**src/rtl/csr_seq_ctrl_if.sv**
```systemverilog
// Decoder, CSR-file and register-file signals of the Zicsr sequencer, bundled.
// slave = sequencer side, master = decoder/CSR-file/regfile side.
interface csr_seq_ctrl_if #(
  parameter int XLEN   = 32,
  parameter int PRIV_W = 2
);
  logic              req_valid;
  logic              req_ready;
  logic [2:0]        funct3;
  logic [11:0]       csr_addr_in;
  logic [4:0]        rs1_idx;
  logic [4:0]        rd_idx;
  logic [XLEN-1:0]   rs1_data;
  logic [XLEN-1:0]   imm_data;
  logic [PRIV_W-1:0] priv;
  logic [2:0]        imm_typ;
  logic              flush;

  logic [11:0]       csr_addr;
  logic              csr_re;
  logic [XLEN-1:0]   csr_rdata;
  logic              csr_exists;
  logic              csr_we;
  logic [XLEN-1:0]   csr_wdata;

  logic              rd_we;
  logic [4:0]        rd_waddr;
  logic [XLEN-1:0]   rd_wdata;
  logic              done;
  logic              illegal;

  modport slave (
    input  req_valid, funct3, csr_addr_in, rs1_idx, rd_idx, rs1_data, imm_data,
           priv, flush, csr_rdata, csr_exists,
    output req_ready, imm_typ, csr_addr, csr_re, csr_we, csr_wdata,
           rd_we, rd_waddr, rd_wdata, done, illegal
  );

  modport master (
    output req_valid, funct3, csr_addr_in, rs1_idx, rd_idx, rs1_data, imm_data,
           priv, flush, csr_rdata, csr_exists,
    input  req_ready, imm_typ, csr_addr, csr_re, csr_we, csr_wdata,
           rd_we, rd_waddr, rd_wdata, done, illegal
  );
endinterface

```
**src/rtl/csr_seq_ctrl.sv**
```systemverilog
// Zicsr read-modify-write sequencer: IDLE -> CHECK -> READ -> WRITE (or CHECK -> FAULT).
// Optional macro CSR_RO_CHECK_EN: writes to read-only CSRs (addr[11:10]==2'b11) trap as illegal.
module csr_seq_ctrl #(
  parameter int PRIV_W = 2,
  parameter int XLEN   = 32
) (
  input logic         clk,
  input logic         rst_n,
  csr_seq_ctrl_if.slave bus
);
  localparam logic [2:0] S_IDLE  = 3'd0;
  localparam logic [2:0] S_CHECK = 3'd1;
  localparam logic [2:0] S_READ  = 3'd2;
  localparam logic [2:0] S_WRITE = 3'd3;
  localparam logic [2:0] S_FAULT = 3'd4;

  localparam logic [1:0] OP_RW = 2'b01;
  localparam logic [1:0] OP_RS = 2'b10;
  localparam logic [1:0] OP_RC = 2'b11;

  logic [2:0]        state_q,    state_d;
  logic [2:0]        funct3_q,   funct3_d;
  logic [11:0]       csr_addr_q, csr_addr_d;
  logic [4:0]        rs1_idx_q,  rs1_idx_d;
  logic [4:0]        rd_idx_q,   rd_idx_d;
  logic [PRIV_W-1:0] priv_q,     priv_d;
  logic [XLEN-1:0]   op_q,       op_d;

  logic [1:0]      op_kind;
  logic            wr_int;
  logic            rd_int;
  logic            ro_addr;
  logic            ro_fault;
  logic            write_allowed;
  logic            priv_low;
  logic            is_illegal;
  logic            live;
  logic [XLEN-1:0] old_val;
  logic [XLEN-1:0] new_val;

  // Operand intent is a pure function of the latched instruction fields.
  always_comb begin
    op_kind  = funct3_q[1:0];
    wr_int   = (op_kind == OP_RW) || (rs1_idx_q != 5'd0);
    rd_int   = !((op_kind == OP_RW) && (rd_idx_q == 5'd0));
    ro_addr  = (csr_addr_q[11:10] == 2'b11);
    priv_low = (priv_q < PRIV_W'(csr_addr_q[9:8]));
  end

`ifdef CSR_RO_CHECK_EN
  assign ro_fault      = wr_int && ro_addr;
  assign write_allowed = wr_int;
`else
  // Without the check the op retires normally but never touches a read-only CSR.
  assign ro_fault      = 1'b0;
  assign write_allowed = wr_int && !ro_addr;
`endif

  assign is_illegal = (op_kind == 2'b00) || !bus.csr_exists || priv_low || ro_fault;

  always_comb begin
    old_val = rd_int ? bus.csr_rdata : '0;
    case (op_kind)
      OP_RW:   new_val = op_q;
      OP_RS:   new_val = old_val | op_q;
      OP_RC:   new_val = old_val & ~op_q;
      default: new_val = op_q;
    endcase
  end

  always_comb begin
    state_d    = state_q;
    funct3_d   = funct3_q;
    csr_addr_d = csr_addr_q;
    rs1_idx_d  = rs1_idx_q;
    rd_idx_d   = rd_idx_q;
    priv_d     = priv_q;
    op_d       = op_q;
    case (state_q)
      S_IDLE: begin
        // A flush in the same cycle as a request swallows the request.
        if (bus.req_valid && !bus.flush) begin
          funct3_d   = bus.funct3;
          csr_addr_d = bus.csr_addr_in;
          rs1_idx_d  = bus.rs1_idx;
          rd_idx_d   = bus.rd_idx;
          priv_d     = bus.priv;
          state_d    = S_CHECK;
        end
      end
      S_CHECK: begin
        op_d    = funct3_q[2] ? bus.imm_data : bus.rs1_data;
        state_d = is_illegal ? S_FAULT : S_READ;
      end
      S_READ:  state_d = S_WRITE;
      S_WRITE: state_d = S_IDLE;
      S_FAULT: state_d = S_IDLE;
      default: state_d = S_IDLE;
    endcase
    if ((state_q != S_IDLE) && bus.flush) begin
      state_d = S_IDLE;
    end
  end

  always_ff @(posedge clk or negedge rst_n) begin
    if (!rst_n) begin
      state_q    <= S_IDLE;
      funct3_q   <= '0;
      csr_addr_q <= '0;
      rs1_idx_q  <= '0;
      rd_idx_q   <= '0;
      priv_q     <= '0;
      op_q       <= '0;
    end else begin
      state_q    <= state_d;
      funct3_q   <= funct3_d;
      csr_addr_q <= csr_addr_d;
      rs1_idx_q  <= rs1_idx_d;
      rd_idx_q   <= rd_idx_d;
      priv_q     <= priv_d;
      op_q       <= op_d;
    end
  end

  // Strobes come straight from the registered state, killed by a same-cycle flush.
  assign live = !bus.flush;

  always_comb begin
    bus.req_ready = (state_q == S_IDLE);
    bus.imm_typ   = ((state_q == S_CHECK) && funct3_q[2]) ? 3'b111 : 3'b000;
    bus.csr_addr  = (state_q != S_IDLE) ? csr_addr_q : 12'd0;
    bus.csr_re    = (state_q == S_READ) && rd_int && live;
    bus.csr_we    = (state_q == S_WRITE) && write_allowed && live;
    bus.csr_wdata = (state_q == S_WRITE) ? new_val : '0;
    bus.rd_we     = (state_q == S_WRITE) && rd_int && (rd_idx_q != 5'd0) && live;
    bus.rd_waddr  = (state_q == S_WRITE) ? rd_idx_q : 5'd0;
    bus.rd_wdata  = (state_q == S_WRITE) ? old_val : '0;
    bus.done      = (state_q == S_WRITE) && live;
    bus.illegal   = (state_q == S_FAULT) && live;
  end
endmodule

```
**src/flat_wrapper.sv**
```systemverilog
// flat-port wrapper written by rule: the top's interface ports become plain ports
module csr_seq_ctrl_flat 
#(
  parameter int PRIV_W = 2,
  parameter int XLEN   = 32
)
  (clk, rst_n, bus_req_valid, bus_funct3, bus_csr_addr_in, bus_rs1_idx, bus_rd_idx, bus_rs1_data, bus_imm_data, bus_priv, bus_flush, bus_csr_rdata, bus_csr_exists, bus_req_ready, bus_imm_typ, bus_csr_addr, bus_csr_re, bus_csr_we, bus_csr_wdata, bus_rd_we, bus_rd_waddr, bus_rd_wdata, bus_done, bus_illegal);
  csr_seq_ctrl_if #(.XLEN(XLEN), .PRIV_W(PRIV_W)) bus_i ();
  input logic clk;
  input logic rst_n;
  input wire logic [$bits(bus_i.req_valid)-1:0] bus_req_valid;
  input wire logic [$bits(bus_i.funct3)-1:0] bus_funct3;
  input wire logic [$bits(bus_i.csr_addr_in)-1:0] bus_csr_addr_in;
  input wire logic [$bits(bus_i.rs1_idx)-1:0] bus_rs1_idx;
  input wire logic [$bits(bus_i.rd_idx)-1:0] bus_rd_idx;
  input wire logic [$bits(bus_i.rs1_data)-1:0] bus_rs1_data;
  input wire logic [$bits(bus_i.imm_data)-1:0] bus_imm_data;
  input wire logic [$bits(bus_i.priv)-1:0] bus_priv;
  input wire logic [$bits(bus_i.flush)-1:0] bus_flush;
  input wire logic [$bits(bus_i.csr_rdata)-1:0] bus_csr_rdata;
  input wire logic [$bits(bus_i.csr_exists)-1:0] bus_csr_exists;
  output wire logic [$bits(bus_i.req_ready)-1:0] bus_req_ready;
  output wire logic [$bits(bus_i.imm_typ)-1:0] bus_imm_typ;
  output wire logic [$bits(bus_i.csr_addr)-1:0] bus_csr_addr;
  output wire logic [$bits(bus_i.csr_re)-1:0] bus_csr_re;
  output wire logic [$bits(bus_i.csr_we)-1:0] bus_csr_we;
  output wire logic [$bits(bus_i.csr_wdata)-1:0] bus_csr_wdata;
  output wire logic [$bits(bus_i.rd_we)-1:0] bus_rd_we;
  output wire logic [$bits(bus_i.rd_waddr)-1:0] bus_rd_waddr;
  output wire logic [$bits(bus_i.rd_wdata)-1:0] bus_rd_wdata;
  output wire logic [$bits(bus_i.done)-1:0] bus_done;
  output wire logic [$bits(bus_i.illegal)-1:0] bus_illegal;
  assign bus_i.req_valid = bus_req_valid;
  assign bus_i.funct3 = bus_funct3;
  assign bus_i.csr_addr_in = bus_csr_addr_in;
  assign bus_i.rs1_idx = bus_rs1_idx;
  assign bus_i.rd_idx = bus_rd_idx;
  assign bus_i.rs1_data = bus_rs1_data;
  assign bus_i.imm_data = bus_imm_data;
  assign bus_i.priv = bus_priv;
  assign bus_i.flush = bus_flush;
  assign bus_i.csr_rdata = bus_csr_rdata;
  assign bus_i.csr_exists = bus_csr_exists;
  assign bus_req_ready = bus_i.req_ready;
  assign bus_imm_typ = bus_i.imm_typ;
  assign bus_csr_addr = bus_i.csr_addr;
  assign bus_csr_re = bus_i.csr_re;
  assign bus_csr_we = bus_i.csr_we;
  assign bus_csr_wdata = bus_i.csr_wdata;
  assign bus_rd_we = bus_i.rd_we;
  assign bus_rd_waddr = bus_i.rd_waddr;
  assign bus_rd_wdata = bus_i.rd_wdata;
  assign bus_done = bus_i.done;
  assign bus_illegal = bus_i.illegal;
  csr_seq_ctrl #(.PRIV_W(PRIV_W), .XLEN(XLEN)) u_core (.clk(clk), .rst_n(rst_n), .bus(bus_i));
endmodule
```
**config.mk**
```make
export PLATFORM = sky130hd
export DESIGN_NAME = csr_seq_ctrl_flat
export DESIGN_NICKNAME = d
export VERILOG_FILES = /design/src/rtl/csr_seq_ctrl_if.sv /design/src/rtl/csr_seq_ctrl.sv /design/src/flat_wrapper.sv
export SDC_FILE = /design/constraint.sdc
export NUM_CORES = 1
export LEC_CHECK = 0
export BUFFER_PORTS_ARGS = -buffer_cell sky130_fd_sc_hd__buf_2
export CORE_MARGIN = 2
export CORE_UTILIZATION = 44
export CTS_CLUSTER_SIZE = 40
export DETAILED_ROUTE_END_ITERATION = 8
export PLACE_DENSITY = 0.78
export SLEW_MARGIN = 10
export SYNTH_ARGS = -nofsm -noshare
export SYNTH_HDL_FRONTEND = slang
export SYNTH_SLANG_ARGS = --single-unit
```
**constraint.sdc**
```tcl
create_clock -name clk -period 2.1 [get_ports clk]
set_input_delay 0.525 -clock clk [delete_from_list [all_inputs] [get_ports clk]]
set_output_delay 0.525 -clock clk [all_outputs]
set_load 0.02 [all_outputs]
```
Yosys cells after proc, flatten, opt, wreduce, memory -nomap -nowiden
Index checks and enable logic that the tools add are counted.
{ "word_totals": {"wordCells": 60, "register_bits": 62} }
{ "op_classes": {"n_reduce_logical": 28, "eq_ne": 9, "n_bitwise": 3, "n_mux": 12, "n_lt_le_gt_ge": 1} }
{ "op_table": {"columns": ["op", "n"], "rows": [
  ["32-bit 2-to-1 mux", 4],
  ["32-bit case mux with 2 select lines", 1],
  ["32-bit bitwise AND", 1],
  ["32-bit NOT", 1],
  ["32-bit OR", 1],
  ["1-bit logical AND", 14],
  ["12-bit 2-to-1 mux", 1],
  ["3-bit 2-to-1 mux", 4],
  ["5-bit nonzero test", 2],
  ["3-bit case mux with 3 select lines", 1],
  ["2-bit equality test (second input constant)", 3],
  ["3-bit by 2-bit equality test with 1-bit output (second input constant)", 2],
  ["5-bit zero test", 1],
  ["5-bit 2-to-1 mux", 1],
  ["1-bit zero test", 4],
  ["3-bit by 1-bit equality test with 1-bit output (second input constant)", 1],
  ["3-bit equality test (second input constant)", 1],
  ["3-bit zero test", 1],
  ["1-bit logical OR", 3],
  ["3-bit by 1-bit != test with 1-bit output (second input constant)", 1],
  ["3-bit nonzero test", 1],
  ["2-bit by 1-bit equality test with 1-bit output (second input constant)", 1],
  ["2-bit zero test", 1],
  ["2-bit < comparator", 1],
  ["2-bit AND reduction", 1]
]} }

Depth between registers and ports, before layout
{ "logic_depth": {"depth_word": 6, "mapped_depth": 6} }

Worst setup path after synthesis
No wires, ideal clock.
{ "synth_timing": {"kind": "register to output", "startpoint": "register u_core.funct3_q[1]", "endpoint": "output bus_csr_we", "path_stages_with_launch": 5, "required_time_ns": 1.575, "path_buffers": 1, "setup_slack_ns": -0.225, "arrival_ns": 1.800, "cell_sequence": "dfrtp_1 buf_2 nor2b_2 nor3_1 a2111oi_0"} }
{ "synth_via": {"elab_chain_len": 5} }
{ "synth_rtl": {"columns": ["element", "line", "rtl"], "rows": [
  ["start, declared", "csr_seq_ctrl.sv:22", "logic [2:0] funct3_q, funct3_d;"],
  ["start signal, assigned", "csr_seq_ctrl.sv:116", "funct3_q <= funct3_d;"],
  ["2-bit by 1-bit equality test with 1-bit output", "csr_seq_ctrl.sv:44", "wr_int = (op_kind == OP_RW) || (rs1_idx_q != 5'd0);"],
  ["1-bit logical OR", "csr_seq_ctrl.sv:44", null],
  ["1-bit logical AND", "csr_seq_ctrl.sv:56", "assign write_allowed = wr_int && !ro_addr;"],
  ["1-bit logical AND (2 in series)", "csr_seq_ctrl.sv:133", "bus.csr_we = (state_q == S_WRITE) && write_allowed && live;"],
  ["end, declared", "flat_wrapper.sv:26", "output wire logic [$bits(bus_i.csr_we)-1:0] bus_csr_we;"]
]} }
Every way passes these cells.

Final worst setup path
{ "layout_timing": {"startpoint": "register u_core.rd_idx_q[0]", "endpoint": "output bus_rd_wdata[1]"} }
{ "layout_via": {"elab_chain_len": 4} }
{ "layout_rtl": {"columns": ["element", "line", "rtl"], "rows": [
  ["start, declared", "csr_seq_ctrl.sv:25", "logic [4:0] rd_idx_q, rd_idx_d;"],
  ["start signal, assigned", "csr_seq_ctrl.sv:119", "rd_idx_q <= rd_idx_d;"],
  ["5-bit zero test", "csr_seq_ctrl.sv:45", "rd_int = !((op_kind == OP_RW) && (rd_idx_q == 5'd0));"],
  ["1-bit logical AND", "csr_seq_ctrl.sv:45", null],
  ["32-bit 2-to-1 mux", "csr_seq_ctrl.sv:62", "old_val = rd_int ? bus.csr_rdata : '0;"],
  ["32-bit 2-to-1 mux", "csr_seq_ctrl.sv:137", "bus.rd_wdata = (state_q == S_WRITE) ? old_val : '0;"],
  ["end, declared", "flat_wrapper.sv:30", "output wire logic [$bits(bus_i.rd_wdata)-1:0] bus_rd_wdata;"]
]} }
Every way passes these cells.

==> impl_metrics.tcl <==
set metrics [dict create \
    io_pins 218 \
    place_inst 702 \
    p_leak_uw 0.00295 \
    post_synth.cell_area_avg_um2 9.62 \
    globalplace.congestion 0.899 \
    ys_seq_area_share_pct 41.0 \
    worst_setup_path_start_kind "register" \
    hpwl_um 8040 \
    ir_drop_v 0.000536 \
    synthToLayoutAreaGrowth_pct 45.1 \
    m1_gr_usage_pct 26.5 \
    dieHeight_um 96.7 \
    slew_at_the_pin_with_the_worst_max_slew_slack_ns 0.601 \
    layout_cell_share_with_drive_strength_beyond_1_pct 50.2 \
    drtAntennaViolNets 0 \
    routed-via-count 3702 \
    yosys_warnings 0 \
    grt_util_met3_pct 7.30 \
    cp.required_ns 1.57 \
    rsz0062_at_grt "yes" \
    fin_hold_ws_ns 0.146 \
    finalMaxSlewViolations 0 \
    post_synth_num_cell_types 35 \
    result_of_the_run "finished with violations" \
    timing.final.crit_share_pct 109 \
    synth_async_sr_flop_share_pct 100 \
    detail_route.wirelength_um 11300 \
    cts_inserted_buffers 9 \
    cts_tree "done" \
    fin_skew_ns 0.0115 \
    antenna_found_initial 0 \
    antenna_cells 0 \
    hold_path_class "in -> async" \
    grt_use_met2_pct 39.8 \
    number_of_storage_elements_in_the_synthesis_netlist 62 \
    detailedRoute.firstPassIterationCount 4 \
    portBuffers 217 \
    synth_enable_flop_cells 0 \
    cellPowerDensity_nw_per_um2 831 \
    post-layout-total-power_uw 4560 \
    vias_in_the_first_global_route 3724 \
    clock.fmax_ghz 0.438 \
    cp.arrival_ns 1.76 \
    ctsRootBufferMaster "sky130_fd_sc_hd__clkbuf_8" \
    num-nets-final 742 \
    critPathCaptureType "primary output" \
    grt_util_all_layers_pct 23.0 \
    die-area_um2 9350 \
    number_of_hold_violations_in_the_final_report 0 \
    synth_ff_type "sky130_fd_sc_hd__dfrtp_1" \
    most_utilized_layer_in_the_global_route_result "met2" \
    synthCells 393 \
    wire_length_of_the_first_global_routing_pass_um 17700 \
    setup_viol 34 \
    final.min_clock_period_ns 2.28 \
    cts-hold-fix-buffers 0 \
    cts_htree_levels 3 \
    grt_start_max_net_pins 66 \
    critPathMaxFanout 29 \
    total_of_max_cap_violations 0 \
    floorplan.die.width_um 96.7 \
    violations "setup timing" \
    fp.coreArea_um2 8260 \
    fin_tns_setup_ns -5.67 \
    wl_per_cell_um 15.6 \
    drt_iter0_markers 83 \
    synthesis.area_um2 3780 \
    timing_worst_setup_path_type "reg -> out" \
    routed_via_density 5.12 \
    clock_path_buffers 2 \
    clock_sink_count 62 \
    worst_setup_hold_path_clk_slew_ns 0.07 \
    effective_utilization_at_floorplan_pct 45.8 \
    insertion_delay_ns 0.33 \
    timing.max_slew.rel_slack_pct 59.9 \
    grt-ovfl-total 0 \
    instances_no_fill 723 \
    final.setup.worst_slack_ns -0.185 \
    final_core_util_pct 66.4 \
    synth_fp_nets 522 \
    std_cell_rows 33 \
    route.detailed.drc 0 \
]
-- worst max-delay path: stages (launching register included) --
cell	delay (ns)
sky130_fd_sc_hd__dfrtp_1	0.41
sky130_fd_sc_hd__nor4_4	0.34
sky130_fd_sc_hd__a31oi_2	0.18
sky130_fd_sc_hd__buf_12	0.19
sky130_fd_sc_hd__and2_1	0.16
sky130_fd_sc_hd__buf_2	0.15
-- where the power goes --
group	leakage (µW)	switching, µW	internal [µW]	total [µW]
registers	0.000702	262	1540	1800
clock network	0.000110	460	698	1160
logic	0.00213	781	819	1600
-- logic make-up after synthesis --
| kind of cell | after synthesis | share of synthesized area (%) |
|---|---|---|
| AOI/OAI and AO/OA | 73 | 10.3 |
| adders and majority gates | 1 | 0.331 |
| buffers and inverters | 33 | 4.90 |
| DFF | 62 | 41.0 |
| muxes | 59 | 18.5 |
| and+or+nand+nor | 165 | 25.0 |
-- sequential cells by signal, summed over array words and instances, names as in the netlist --
signal and cells:
u_core.rd_idx_q 5, u_core.op_q 32, u_core.priv_q 2, u_core.state_q 3
u_core.rs1_idx_q 5, u_core.csr_addr_q 12, u_core.funct3_q 3
-- metal layers --
| metal | share of wire [%] | wire length (µm) |
|---|---|---|
| met1 | 38 | 4280 |
| met2 | 51 | 5770 |
| met4 | 2.8 | 320 |
| met3 | 8.3 | 936 |
| met5 | 0 | 0 |
-- cell usage after synthesis (all sizes together), types with 2 or more instances --
cell,instances,share of area [%]
nor2,39,4.0
mux2,27,10
nand2,34,3.4
clkbuf,11,1.2
dfrtp,62,41
mux2i,32,8.5
nor3,2,0.26
nor2b,12,2.1
o21ai,2,0.26
a21oi,65,8.6
inv,2,0.20
buf,20,3.5
nand2b,2,0.33
a31oi,2,0.50
nand3b,34,7.1
and2,37,6.1
-- per-stage QoR --
| step | setup WS, ns | cell area (µm²) |
|---|---|---|
| CTS | -0.202 | 5310 |
| finish | -0.185 | 5490 |
| global placement | 0.155 | 4990 |
| global route | -0.270 | 5490 |
| floorplan | 0.0355 | 3780 |
| detailed placement | 0.112 | 4990 |
-- final timing paths --
| check | from | end | slack (ns) | depth (start not counted) |
|---|---|---|---|---|
| max reg2reg | u_core.state_q[1] | u_core.state_q[1] | 0.33 | 5 |
| min reg2reg | u_core.csr_addr_q[4] | u_core.csr_addr_q[4] | 0.51 | 1 |
| min | rst_n | u_core.op_q[31] | 0.15 | 1 |
| max | u_core.rd_idx_q[0] | bus_rd_wdata[1] | -0.18 | 5 |
| min in group clk | bus_csr_addr_in[2] | u_core.csr_addr_q[2] | 0.42 | 2 |
| max in group asynchronous | rst_n | u_core.funct3_q[1] | 1.32 | 2 |
-- placed cells by master (no fill, tap or decap), drive strengths merged --
master	Yosys	routed
nor2	39	39
nor4	1	1
clkbuf	11	12
dfrtp	62	62
or4	1	1
nand3b	34	34
nand3	1	1
mux2i	32	32
a211oi	1	1
a2111oi	1	1
nor2b	12	12
o31ai	1	1
nand2	34	34
nor3b	1	1
and2	37	37
nor3	2	2
buf	20	240
a31oi	2	2
mux2	27	27
o21ai	2	2
nand2b	2	2
a21oi	65	65
nor4b	1	1
ha	1	1
clkinv	0	2
o21ba	1	1
inv	2	2
bufinv	0	2
-- cell type report --
type / count / area (µm²)
Clock buffer: 12 / 145
Timing Repair Buffer: 240 / 1420
Multi-Input combinational cell: 298 / 2160
Inverter: 2 / 7.51
Sequential cell: 62 / 1550
Tap cell: 105 / 131
Fill cell: 673 / 2770
Clock inverter: 4 / 70.1
-- repair_timing --
item	CTS	global route
setup buffers	2	3
gates cloned	1	0
pin swaps	3	2
endpoints found under the setup margin	46	80
gates resized for setup	23	47
No activity file was read; power rests on OpenSTA's default activity.
